### config.mk
export PLATFORM = sky130hd
export DESIGN_NAME = call_button_conditioner
export DESIGN_NICKNAME = d
export VERILOG_FILES = /design/src/rtl/call_pkg.sv /design/src/rtl/debounce_channel.sv /design/src/rtl/call_button_conditioner.sv
export SDC_FILE = /design/constraint.sdc
export NUM_CORES = 1
export LEC_CHECK = 0
export BUFFER_PORTS_ARGS = -buffer_cell sky130_fd_sc_hd__buf_2
export CORE_MARGIN = 2
export CORE_UTILIZATION = 60
export DETAILED_ROUTE_END_ITERATION = 6
export PLACE_DENSITY_LB_ADDON = 0.08
export SLEW_MARGIN = 20
export SYNTH_ARGS = -nofsm -noshare
export SYNTH_HDL_FRONTEND = slang
export SYNTH_SLANG_ARGS = --single-unit
### constraint.sdc
create_clock -name clk -period 2 [get_ports clk]
set_input_delay 0 -clock clk [delete_from_list [all_inputs] [get_ports clk]]
set_output_delay 0 -clock clk [all_outputs]
set_load 0.01 [all_outputs]
### src/rtl/call_pkg.sv
// Shared constants and helpers for the call/cancel button conditioner.
// Defaults assume a 100 MHz clk and a 10 ms debounce window.
package call_pkg;

  localparam int DEF_DEBOUNCE_CYCLES = 1000000;
  localparam int DEF_SYNC_STAGES     = 2;

  function automatic int cnt_width(input int n);
    return (n > 1) ? $clog2(n) : 1;
  endfunction

endpackage

### src/rtl/debounce_channel.sv
// One button: synchroniser, debounce counter, stable level and
// a single-cycle pulse on each accepted press.
module debounce_channel
  import call_pkg::*;
#(
  parameter int DEBOUNCE_CYCLES = DEF_DEBOUNCE_CYCLES,
  parameter int SYNC_STAGES     = DEF_SYNC_STAGES
) (
  input  logic clk,
  input  logic rst_n,
  input  logic btn_raw,
  output logic level,
  output logic pulse
);

  localparam int CNT_W = cnt_width(DEBOUNCE_CYCLES);
  localparam logic [CNT_W-1:0] CNT_MAX =
    CNT_W'(DEBOUNCE_CYCLES - 1);

  logic [SYNC_STAGES-1:0] sync_q;
  logic                   sync;
  logic                   stable_q;
  logic                   stable_d;
  logic                   pulse_q;
  logic                   pulse_d;
  logic [CNT_W-1:0]       cnt_q;
  logic [CNT_W-1:0]       cnt_d;

  assign sync = sync_q[SYNC_STAGES-1];

  // Any sample matching the stable level restarts the window.
  always_comb begin
    stable_d = stable_q;
    cnt_d    = '0;
    pulse_d  = 1'b0;
    if (sync != stable_q) begin
      if (cnt_q == CNT_MAX) begin
        stable_d = sync;
        pulse_d  = sync;
      end else begin
        cnt_d = cnt_q + 1'b1;
      end
    end
  end

  always_ff @(posedge clk or negedge rst_n) begin
    if (!rst_n) begin
      sync_q   <= '0;
      stable_q <= 1'b0;
      cnt_q    <= '0;
      pulse_q  <= 1'b0;
    end else begin
      sync_q   <= {sync_q[SYNC_STAGES-2:0], btn_raw};
      stable_q <= stable_d;
      cnt_q    <= cnt_d;
      pulse_q  <= pulse_d;
    end
  end

  assign level = stable_q;
  assign pulse = pulse_q;

endmodule

### src/rtl/call_button_conditioner.sv
// Conditions the passenger-panel call and cancel buttons into
// clean debounced levels and one-cycle press pulses.
module call_button_conditioner
  import call_pkg::*;
#(
  parameter int DEBOUNCE_CYCLES = DEF_DEBOUNCE_CYCLES,
  parameter int SYNC_STAGES     = DEF_SYNC_STAGES
) (
  input  logic clk,
  input  logic rst_n,
  input  logic call_btn_raw,
  input  logic cancel_btn_raw,
  output logic call_pulse,
  output logic cancel_pulse,
  output logic call_level,
  output logic cancel_level
);

  debounce_channel #(
    .DEBOUNCE_CYCLES (DEBOUNCE_CYCLES),
    .SYNC_STAGES     (SYNC_STAGES)
  ) u_call (
    .clk     (clk),
    .rst_n   (rst_n),
    .btn_raw (call_btn_raw),
    .level   (call_level),
    .pulse   (call_pulse)
  );

  debounce_channel #(
    .DEBOUNCE_CYCLES (DEBOUNCE_CYCLES),
    .SYNC_STAGES     (SYNC_STAGES)
  ) u_cancel (
    .clk     (clk),
    .rst_n   (rst_n),
    .btn_raw (cancel_btn_raw),
    .level   (cancel_level),
    .pulse   (cancel_pulse)
  );

endmodule

After elaboration in Yosys (flattened, before gate mapping):

Cells that the tools add are included.

* register bits after elaboration: 48
* input port bits: 4
* output and inout bits: 4
* logic and storage cells: 24

* add/subtract/negate cells: 2
* eq/ne operators: 4
* muxes and demuxes: 8
* reduce and logical (&&, ||, !) cells: 2

Operator list (number)
* $mux 20: 4
* $add 20x1->20 const B: 2
* $eq 20x20->1 const B: 2
* $mux 1: 4
* $reduce_and 2->1: 2
* $ne 1x1->1: 2

Longest topological paths before layout:

Gate-level depths: netlist of run 1.

* depth in word-level cells: 3
* gate-level depth with buffers: 6

Cells and area by module:

A second synthesis of run 1 with hierarchy kept.

* cell total of the unflattened synthesis: 214
* area total of the unflattened synthesis: 2369.8 µm²

By module, submodules not included
* debounce_channel: instances 2, cells each 107, area an instance 1184.9 µm², seq. area each 600.6 µm²

Worst setup path before layout of run 1:

OpenSTA, ideal clock, no wires.

* path kind: reg2reg
* from: register u_call.cnt_q[0]
* to: register u_call.cnt_q[11]
* library setup time: 119 ps
* data arrival time: 1596 ps
* data required time: 1881 ps
* path slack: 286 ps
* stages on the path, launching flop included: 7
* path buffers: 1
* clock period less this slack: 1714 ps
* cell sequence: dfrtp_1 ha_1 and3_1 nand3_1 o31ai_4 buf_4 nor2_1

* longest elaborated chain between the ends: 3
* elaborated cells on any way between the ends: 4
* classes of those cells: 1 x add/sub; 1 x eq/ne; 2 x mux

RTL lines
* start, declared: line debounce_channel.sv:26 `logic [CNT_W-1:0] cnt_q;`
* start signal, assigned: line debounce_channel.sv:55 `cnt_q <= cnt_d;`
* $add 20x1->20 or $eq 20x20->1 (tied branches): line debounce_channel.sv:41, debounce_channel.sv:37
* $mux 20 (*): line debounce_channel.sv:37 `if (cnt_q == CNT_MAX) begin`
* $mux 20 (*): line debounce_channel.sv:36 `if (sync != stable_q) begin`
* named net u_call.cnt_d[11]: line debounce_channel.sv:27 `logic [CNT_W-1:0] cnt_d;`

The timed path passes the listed nets; every way through them passes the cells marked *.
A chain may end at the register's enable or synchronous reset.

Worst setup path after layout of run 1:

* from: register u_cancel.cnt_q[2]
* to: register u_cancel.cnt_q[19]

* longest elaborated chain between the ends: 3
* elaborated cells on any way between the ends: 4
* classes of those cells: 1 x add/sub; 1 x eq/ne; 2 x mux

RTL lines (line)
* start, declared: debounce_channel.sv:26
* start signal, assigned: debounce_channel.sv:55
* $add 20x1->20 or $eq 20x20->1 (tied branches): debounce_channel.sv:41, debounce_channel.sv:37
* $mux 20 (*): debounce_channel.sv:37
* $mux 20 (*): debounce_channel.sv:36
* named net u_cancel.cnt_d[19]: debounce_channel.sv:27

Marks and branches as above.

==> flow_summary.ini, run 1 <==
[yosys]
yosysWarnings = 0
netlist.area_leader.share = 0.5232
syn_avg_cell_area_um2 = 10.34
synth_seq_cells = 48
synth.yosys.seq_area_share = 0.5232
yosys.area.top_type = dfrtp_1
ys_types = 34
synthCells = 222
synthTopCellsByArea = dfrtp_1, xnor2_1, nor2_1
syn_nets = 228
synth_area_um2 = 2296

[sta]
fmax_mhz = 540.6
fin_crit_sh = 0.9250
tightest_slew_ns = 0.3986
setup_viol = 0
fin_crit_ns = 1.850
drv_slew = 0
rsz0062_at_grt = false
fin_setup_tns_ns = 0
report.final.hold_viol_count = 0
slew-limit-headroom = 0.7318
final.setup_skew_ns = 0.008332

[clock_tree]
cts-buffers-inserted = 5
clk_pin_slew_ns = 0.08
cts.sinks = 48
cts_tree = built
cts_resized = 0
root_buffer = clkbuf_8
htree_num_levels = 2
clockBufferDepth = 2
clock_latency_ns = 0.30

[critical_path]
criticalPathCategory = register to register
cp_max_fo = 5
required_ns = 2.22
cp-end-kind = register
cp-start-kind = register
r2r_slack_ns = 0.15
r2r-start = u_cancel.cnt_q[2]
startpoint = u_cancel.cnt_q[2]
reg2reg_depth = 4
critical_path.endpoint = u_cancel.cnt_q[19]
reg2reg_to = u_cancel.cnt_q[19]
cp.arrival_ns = 2.07

[power]
p_leak_nw = 1.056
cellPowerDensity_nw_per_um2 = 630.4
ir_drop_v = 0.0005677

[global_route]
grt_max_degree = 19
grt_pass1_wl_um = 7348
gr-total-overflow = 0
grt_usage = 0.2271
antenna_found_initial = 0
grt_pass1_vias = 1619

[placed_design]
io_buffers = 7
hpwlAfterDp_um = 3042
routabilityCongestion = 0.8034
dpl-instance-area_um2 = 2450

[floorplanning]
dieArea_um2 = 4338
die_h_um = 65.86
pin_count = 8
die_x_um = 65.86
start_util = 0.6271
core_um2 = 3661
num_rows = 22

[drt]
drt_pass1_iterations = 4
wl_per_cell_um = 14.22
drt-total-wl_um = 4167
drc = 0
drt_iter0_drc = 136
vias_per_cell = 5.570
ant_nets = 0
num_vias = 1632

[hold_path]
hold_class = input port to asynchronous set/reset pin

[cells_and_area]
drive_above_1_share = 0.1306
diodes = 0
area_growth_pct = 11.39
nets = 251
design_area_um2 = 2557
post-route-util = 0.6986

[flow_run]
drv_cap = 0

[outcome]
outcome = finished clean
## worst min-delay path by stage
| stage | startpoint | end | slack, ns | cells after the start |
|---|---|---|---|---|
| 2_1_floorplan | rst_n | u_call.cnt_q[0] | -0.30 | 0 |
| 3_3_place_gp | rst_n | u_cancel.cnt_q[14] | -0.07 | 1 |
| 3_5_place_dp | rst_n | u_cancel.cnt_q[14] | -0.05 | 1 |
| 4_1_cts | rst_n | u_call.cnt_q[17] | 0.16 | 2 |
| 5_1_grt | rst_n | u_call.cnt_q[17] | 0.19 | 2 |
| 6_report | rst_n | u_cancel.cnt_q[14] | 0.15 | 2 |
## registers in the layout (all words and copies together), names as in the netlist
signal           count
u_call.cnt_q        20
u_call.level         1
u_call.pulse         1
u_call.sync_q        2
u_cancel.cnt_q      20
u_cancel.level       1
u_cancel.pulse       1
u_cancel.sync_q      2
## Yosys cell counts
cell type and count:
a21oi_1 5, and3_1 1, and3b_1 2, and4_1 2
buf_2 2, buf_4 1, clkbuf_1 1, dfrtp_1 48
ha_1 2, inv_1 9, mux2_1 2, mux2i_1 2
nand2_1 12, nand3_1 14, nand4_1 6, nand4_2 2
nand4_4 1, nor2_1 37, nor3_1 10, nor3_2 1
nor4_1 9, nor4_2 1, nor4b_1 2, nor4bb_1 1
o21ai_0 5, o31ai_1 1, o31ai_4 1, or2_1 1
or3_1 5, or4_1 2, or4_4 1, or4b_4 1
xnor2_1 23, xor2_1 9
## power by group
part           switching (W)  internal (W)  leakage (nW)
Combinational      0.0000463     0.0000280         0.358
Clock               0.000302      0.000238        0.0410
Sequential         0.0000142      0.000983         0.656
Total               0.000363       0.00125          1.06
## critical path: stages, from the launching register on
cell	delay [ns]
dfrtp_1	0.42
nand4_1	0.22
or4_1	0.64
or3_1	0.34
a21oi_1	0.15
## layout make-up
cell class                 instances  area (µm²)
sequential                        48        1201
fill                             265        1104
multi-input combinational        161        1045
timing repair buffer              20       140.1
clock buffer                       6       72.57
tap                               48       60.06
inverter                           9       33.78
clock inverter                     1       5.005
## per-layer routing
layer,vias to the layer above,global-route usage,wire length (µm)
met2,21,0.3497,1961
li1,815,-,-
met1,791,0.3166,1998
met4,0,0.08854,67
met5,-,0,0
met3,5,0.04600,140
## kinds of logic (layout without fill, tap and decap cells)
| logic type | count (synthesis) | after routing | share of synthesized area |
|---|---|---|---|
| adders and majority gates | 2 | 2 | 0.01090 |
| and+or+nand+nor | 111 | 111 | 0.2670 |
| AOI/OAI and AO/OA | 12 | 12 | 0.03433 |
| DFF | 48 | 48 | 0.5232 |
| muxes | 4 | 4 | 0.01853 |
| xor gates and xnor gates | 32 | 32 | 0.1221 |
| buffers and inverters | 13 | 36 | 0.02398 |
## repair_timing
item                      in CTS  in global routing
hold endpoints to repair      18                  0
setup buffers                  0                  0
hold buffers                   3                  0
## per-stage QoR
| step | instances | worst slack, ns | hold slack, ns | total power [W] |
|---|---|---|---|---|
| 6_report | 293 | 0.1500 | 0.1516 | 0.001612 |
| 5_1_grt | 293 | 0.008674 | 0.1902 | 0.001669 |
| 3_5_place_dp | 283 | 0.1740 | -0.04889 | 0.001088 |
| 2_1_floorplan | 222 | 0.2857 | -0.2956 | 0.001046 |
| 4_1_cts | 293 | 0.1597 | 0.1576 | 0.001628 |
| 3_3_place_gp | 283 | 0.2408 | -0.06644 | 0.001082 |
## placed cells by master (no fill, tap or decap), types with 2 or more instances in the layout
cell type / netlist / final
dfrtp_1: 48 / 48
nor2_1: 37 / 37
xnor2_1: 23 / 23
nand3_1: 14 / 14
nand2_1: 12 / 12
nor3_1: 10 / 10
buf_4: 1 / 10
inv_1: 9 / 9
nor4_1: 9 / 9
xor2_1: 9 / 9
buf_2: 2 / 7
nand4_1: 6 / 6
o21ai_0: 5 / 5
or3_1: 5 / 5
a21oi_1: 5 / 5
clkbuf_8: 0 / 5
dlygate4sd3_1: 0 / 3
nand4_2: 2 / 2
nor4b_1: 2 / 2
or4_1: 2 / 2
mux2i_1: 2 / 2
and4_1: 2 / 2
and3b_1: 2 / 2
mux2_1: 2 / 2
ha_1: 2 / 2
No activity file was read; power rests on OpenSTA's default activity.
==> run 2: changes to the inputs <==
==> constraint.sdc (replaced) <==
create_clock -name clk -period 2.3 [get_ports clk]
set_input_delay 0 -clock clk [delete_from_list [all_inputs] [get_ports clk]]
set_output_delay 0 -clock clk [all_outputs]
set_load 0.01 [all_outputs]
==> flow_summary.ini, run 2 (synthesis gave the netlist of run 1 again) <==
[outcome]
outcome = finished clean

[critical_path]
crit_cells = 5
critPathMaxStageDelay_ns = 0.41
cp_cell_sequence = ha_1, and3_1, nand3_1, nor3_2, mux2_1
cp-end-kind = register
criticalPathCategory = register to register
path_buf_inv = 0
reg2reg_to = u_call.level
cp_max_fo = 5
reg2reg_depth = 5
cpMaxStageDelayCell = dfrtp_1
r2r-start = u_call.cnt_q[0]
path_delay_family = simple AND/OR/NAND/NOR gates
cp.arrival_ns = 2.11
required_ns = 2.48
r2r_slack_ns = 0.37
cp-start-kind = register

[floorplanning]
pin_count = 8
die_h_um = 65.86
start_util = 0.6271
num_rows = 22
core_um2 = 3661
dieArea_um2 = 4338
die_x_um = 65.86

[sta]
tightest_slew_ns = 0.5834
drv_slew = 0
report.final.hold_viol_count = 0
fin_setup_tns_ns = 0
fin_crit_sh = 0.8379
setup_viol = 0
final.setup_skew_ns = 0.006026
fmax_mhz = 518.9
rsz0062_at_grt = false
fin_crit_ns = 1.927
slew-limit-headroom = 0.6111

[global_route]
antenna_found_initial = 0
grt_max_degree = 49
grt_usage = 0.2234
grt_pass1_wl_um = 7245
gr-total-overflow = 0
grt_pass1_vias = 1573

[drt]
ant_nets = 0
num_vias = 1639
drt_iter0_drc = 153
drt_pass1_iterations = 4
drt-total-wl_um = 4032
drc = 0
wl_per_cell_um = 14.00
vias_per_cell = 5.691

[clock_tree]
cts_tree = built
cts_resized = 0
cts-buffers-inserted = 5
htree_num_levels = 2
cts_hold_buf = 3
root_buffer = clkbuf_8
cts.sinks = 48
clock_latency_ns = 0.30
clockBufferDepth = 2
clk_pin_slew_ns = 0.09
post_cts_buffers = 0

[cells_and_area]
area_growth_pct = 10.84
nFillCells = 288
design_area_um2 = 2545
fin_cells = 288
layout_commonest_cell = dfrtp_1
nets = 245
drive_above_1_share = 0.1125
diodes = 0
layout_common_cells = dfrtp_1, nor2_1, xnor2_1
reg.largest.list = u_call.cnt_q: 20 flops, u_cancel.cnt_q: 20 flops

[placed_design]
dpl-instance-area_um2 = 2405
io_buffers = 7
hpwlAfterDp_um = 2853
routabilityCongestion = 0.8152
dp_cells = 277

[power]
p_leak_nw = 1.042
cellPowerDensity_nw_per_um2 = 596.1
ir_drop_v = 0.0003784

[flow_run]
drv_cap = 0

[hold_path]
hold_class = input port to asynchronous set/reset pin
run 2: changes by cell type in the layout (fill, tap and decap cells not counted), sizes merged:
cell and change:
bufinv +1, buf -6
run 2: worst max path at each step:
stage	to	slack [ns]	startpoint
floorplan	u_call.cnt_q[10]	0.59	u_call.cnt_q[0]
detailed placement	u_call.level	0.40	u_call.cnt_q[0]
CTS	u_call.level	0.36	u_call.cnt_q[0]
global route	u_call.level	0.24	u_call.cnt_q[0]
finish	u_call.level	0.37	u_call.cnt_q[0]
global placement	u_call.level	0.47	u_call.cnt_q[16]
run 2: report_power, final:
part / total, W / switching [W] / internal [W]
clock network: 0.000591 / 0.000268 / 0.000323
registers: 0.000868 / 0.0000130 / 0.000855
logic: 0.0000582 / 0.0000379 / 0.0000203
run 2: layout make-up:
cell class,instances,area (µm²),share of cell area
Inverter,9,33.78,0.01327
Tap cell,48,60.06,0.02360
Multi-Input combinational cell,161,1045,0.4105
Clock inverter,2,35.03,0.01377
Timing Repair Buffer,14,97.59,0.03835
Sequential cell,48,1201,0.4720
Clock buffer,6,72.57,0.02852
run 2: metal layers:
metal	global-route usage	up-vias	share of wire
li1	-	805	-
met1	0.2950	809	0.49
met2	0.3485	21	0.47
met3	0.05792	4	0.028
met4	0.09635	0	0.011
met5	0	-	0
run 2: stage by stage:
| stage | hold WS, ns | setup slack, ns | utilization | power, W |
|---|---|---|---|---|
| final | 0.2313 | 0.3729 | 0.6951 | 0.001517 |
| after global routing | 0.2950 | 0.2447 | 0.6951 | 0.001579 |
| after CTS | 0.3261 | 0.3616 | 0.6945 | 0.001539 |
| after detailed placement | 0.1105 | 0.3975 | 0.6569 | 0.0009403 |
| after global placement | 0.1083 | 0.4716 | 0.6569 | 0.0009348 |
| after floorplan | -0.2956 | 0.5857 | - | 0.0009094 |
==> run 3: changes to the inputs <==
==> constraint.sdc (replaced) <==
create_clock -name clk -period 2.02 [get_ports clk]
set_input_delay 0 -clock clk [delete_from_list [all_inputs] [get_ports clk]]
set_output_delay 0 -clock clk [all_outputs]
set_load 0.01 [all_outputs]
==> flow_summary.ini, run 3 (synthesis gave the netlist of run 1 again) <==
[power]
p_leak_nw = 1.066
cellPowerDensity_nw_per_um2 = 637.9
ir_drop_v = 0.0004466

[sta]
setup_viol = 0
fin_crit_sh = 0.9225
fin_crit_ns = 1.863
whs_ns = 0.2130
report.final.hold_viol_count = 0
drv_slew = 0
fin_ws_ns = 0.1566
fmax_mhz = 536.7
slew-limit-headroom = 0.7515
fin_setup_tns_ns = 0
final.setup_skew_ns = 0.004944
rsz0062_at_grt = false
tightest_slew_ns = 0.3693

[critical_path]
cp_cell_sequence = nand4_1, or4_1, or3_1, a21oi_1
r2r-start = u_cancel.cnt_q[2]
cp-start-kind = register
crit_cells = 4
cpMaxStageDelayCell = or4_1
critPathMaxStageDelay_ns = 0.64
path_delay_family = simple AND/OR/NAND/NOR gates
r2r_slack_ns = 0.16
criticalPathCategory = register to register
reg2reg_to = u_cancel.cnt_q[17]
required_ns = 2.24
reg2reg_depth = 4
cp-end-kind = register
path_buf_inv = 0
cp_max_fo = 5
cp.arrival_ns = 2.09

[drt]
drt_pass1_iterations = 4
drt_iter0_drc = 74
num_vias = 1668
met1_length_um = 2001
vias_per_cell = 5.673
ant_nets = 0
drt-total-wl_um = 4156
route.met3.wl_um = 120
wl_per_cell_um = 14.14
wl_met2_um = 1957
top_layer = met4
drc = 0

[clock_tree]
cts.sinks = 48
htree_num_levels = 2
root_buffer = clkbuf_8
cts-buffers-inserted = 5
cts_tree = built
cts_hold_buf = 3
clk_pin_slew_ns = 0.08
clockBufferDepth = 2
cts_resized = 0
post_cts_buffers = 0
clock_latency_ns = 0.30

[floorplanning]
core_um2 = 3661
pin_count = 8
num_rows = 22
die_x_um = 65.86
start_util = 0.6271
dieArea_um2 = 4338
die_h_um = 65.86

[global_route]
grt_pass1_vias = 1690
antenna_found_initial = 0
gr-total-overflow = 0
grt_usage = 0.2259
grt_pass1_wl_um = 7445
grt_max_degree = 26

[placed_design]
routabilityCongestion = 0.7996
hpwlAfterDp_um = 3039
post-place-ws_ns = 0.2037
io_buffers = 7

[hold_path]
hold_class = input port to asynchronous set/reset pin

[cells_and_area]
layout_common_cells = dfrtp_1, nor2_1, xnor2_1
diodes = 0
area_growth_pct = 12.04
drive_above_1_share = 0.1382
layout_commonest_cell = dfrtp_1
reg.largest.list = u_call.cnt_q: 20 flops, u_cancel.cnt_q: 20 flops
nets = 251

[outcome]
outcome = finished clean

[flow_run]
drv_cap = 0
## run 3: cell types whose count changed in the layout (fill, tap and decap cells not counted), sizes merged
cell    before  now
buf         11   17
bufinv       1    0
clkinv       1    2
## run 3: metrics by stage
step | cell area [µm²] | util | power (W) | instances
3_3_place_gp | 2450 | 0.6692 | 0.001071 | 283
5_1_grt | 2572 | 0.7027 | 0.001710 | 294
2_1_floorplan | 2296 | - | 0.001035 | 222
3_5_place_dp | 2450 | 0.6692 | 0.001076 | 283
6_report | 2572 | 0.7027 | 0.001641 | 294
4_1_cts | 2572 | 0.7027 | 0.001667 | 294
## run 3: worst max path at each step
stage	endpoint	startpoint	slack, ns
2_1_floorplan	u_call.cnt_q[11]	u_call.cnt_q[0]	0.31
3_3_place_gp	u_call.level	u_call.cnt_q[0]	0.26
3_5_place_dp	u_cancel.cnt_q[17]	u_cancel.cnt_q[2]	0.20
4_1_cts	u_cancel.cnt_q[17]	u_cancel.cnt_q[2]	0.18
5_1_grt	u_call.cnt_q[18]	u_call.cnt_q[0]	0.05
6_report	u_cancel.cnt_q[17]	u_cancel.cnt_q[2]	0.16
## run 3: power by group
group,internal [W],total (W),switching [W]
combinational,0.0000278,0.0000726,0.0000448
sequential,0.000974,0.000987,0.0000136
clock,0.000273,0.000581,0.000308
total,0.00127,0.00164,0.000367
## run 3: worst reg2reg max path: stages, from the launching register on
cell and delay (ns):
dfrtp_1 0.42, nand4_1 0.21, or4_1 0.64, or3_1 0.35, a21oi_1 0.16
## run 3: final cells by class
cell class | count | area (µm²)
Clock buffer | 6 | 82.58
Clock inverter | 2 | 10.01
Timing Repair Buffer | 20 | 140.1
Tap cell | 48 | 60.06
Inverter | 9 | 33.78
Fill cell | 281 | 1089
Sequential cell | 48 | 1201
Multi-Input combinational cell | 161 | 1045
## run 3: per-layer routing
layer | track usage | vias up
met2 | 0.3649 | 20
met4 | 0.08594 | 0
met5 | 0 | -
li1 | - | 814
met3 | 0.06133 | 8
met1 | 0.2897 | 826
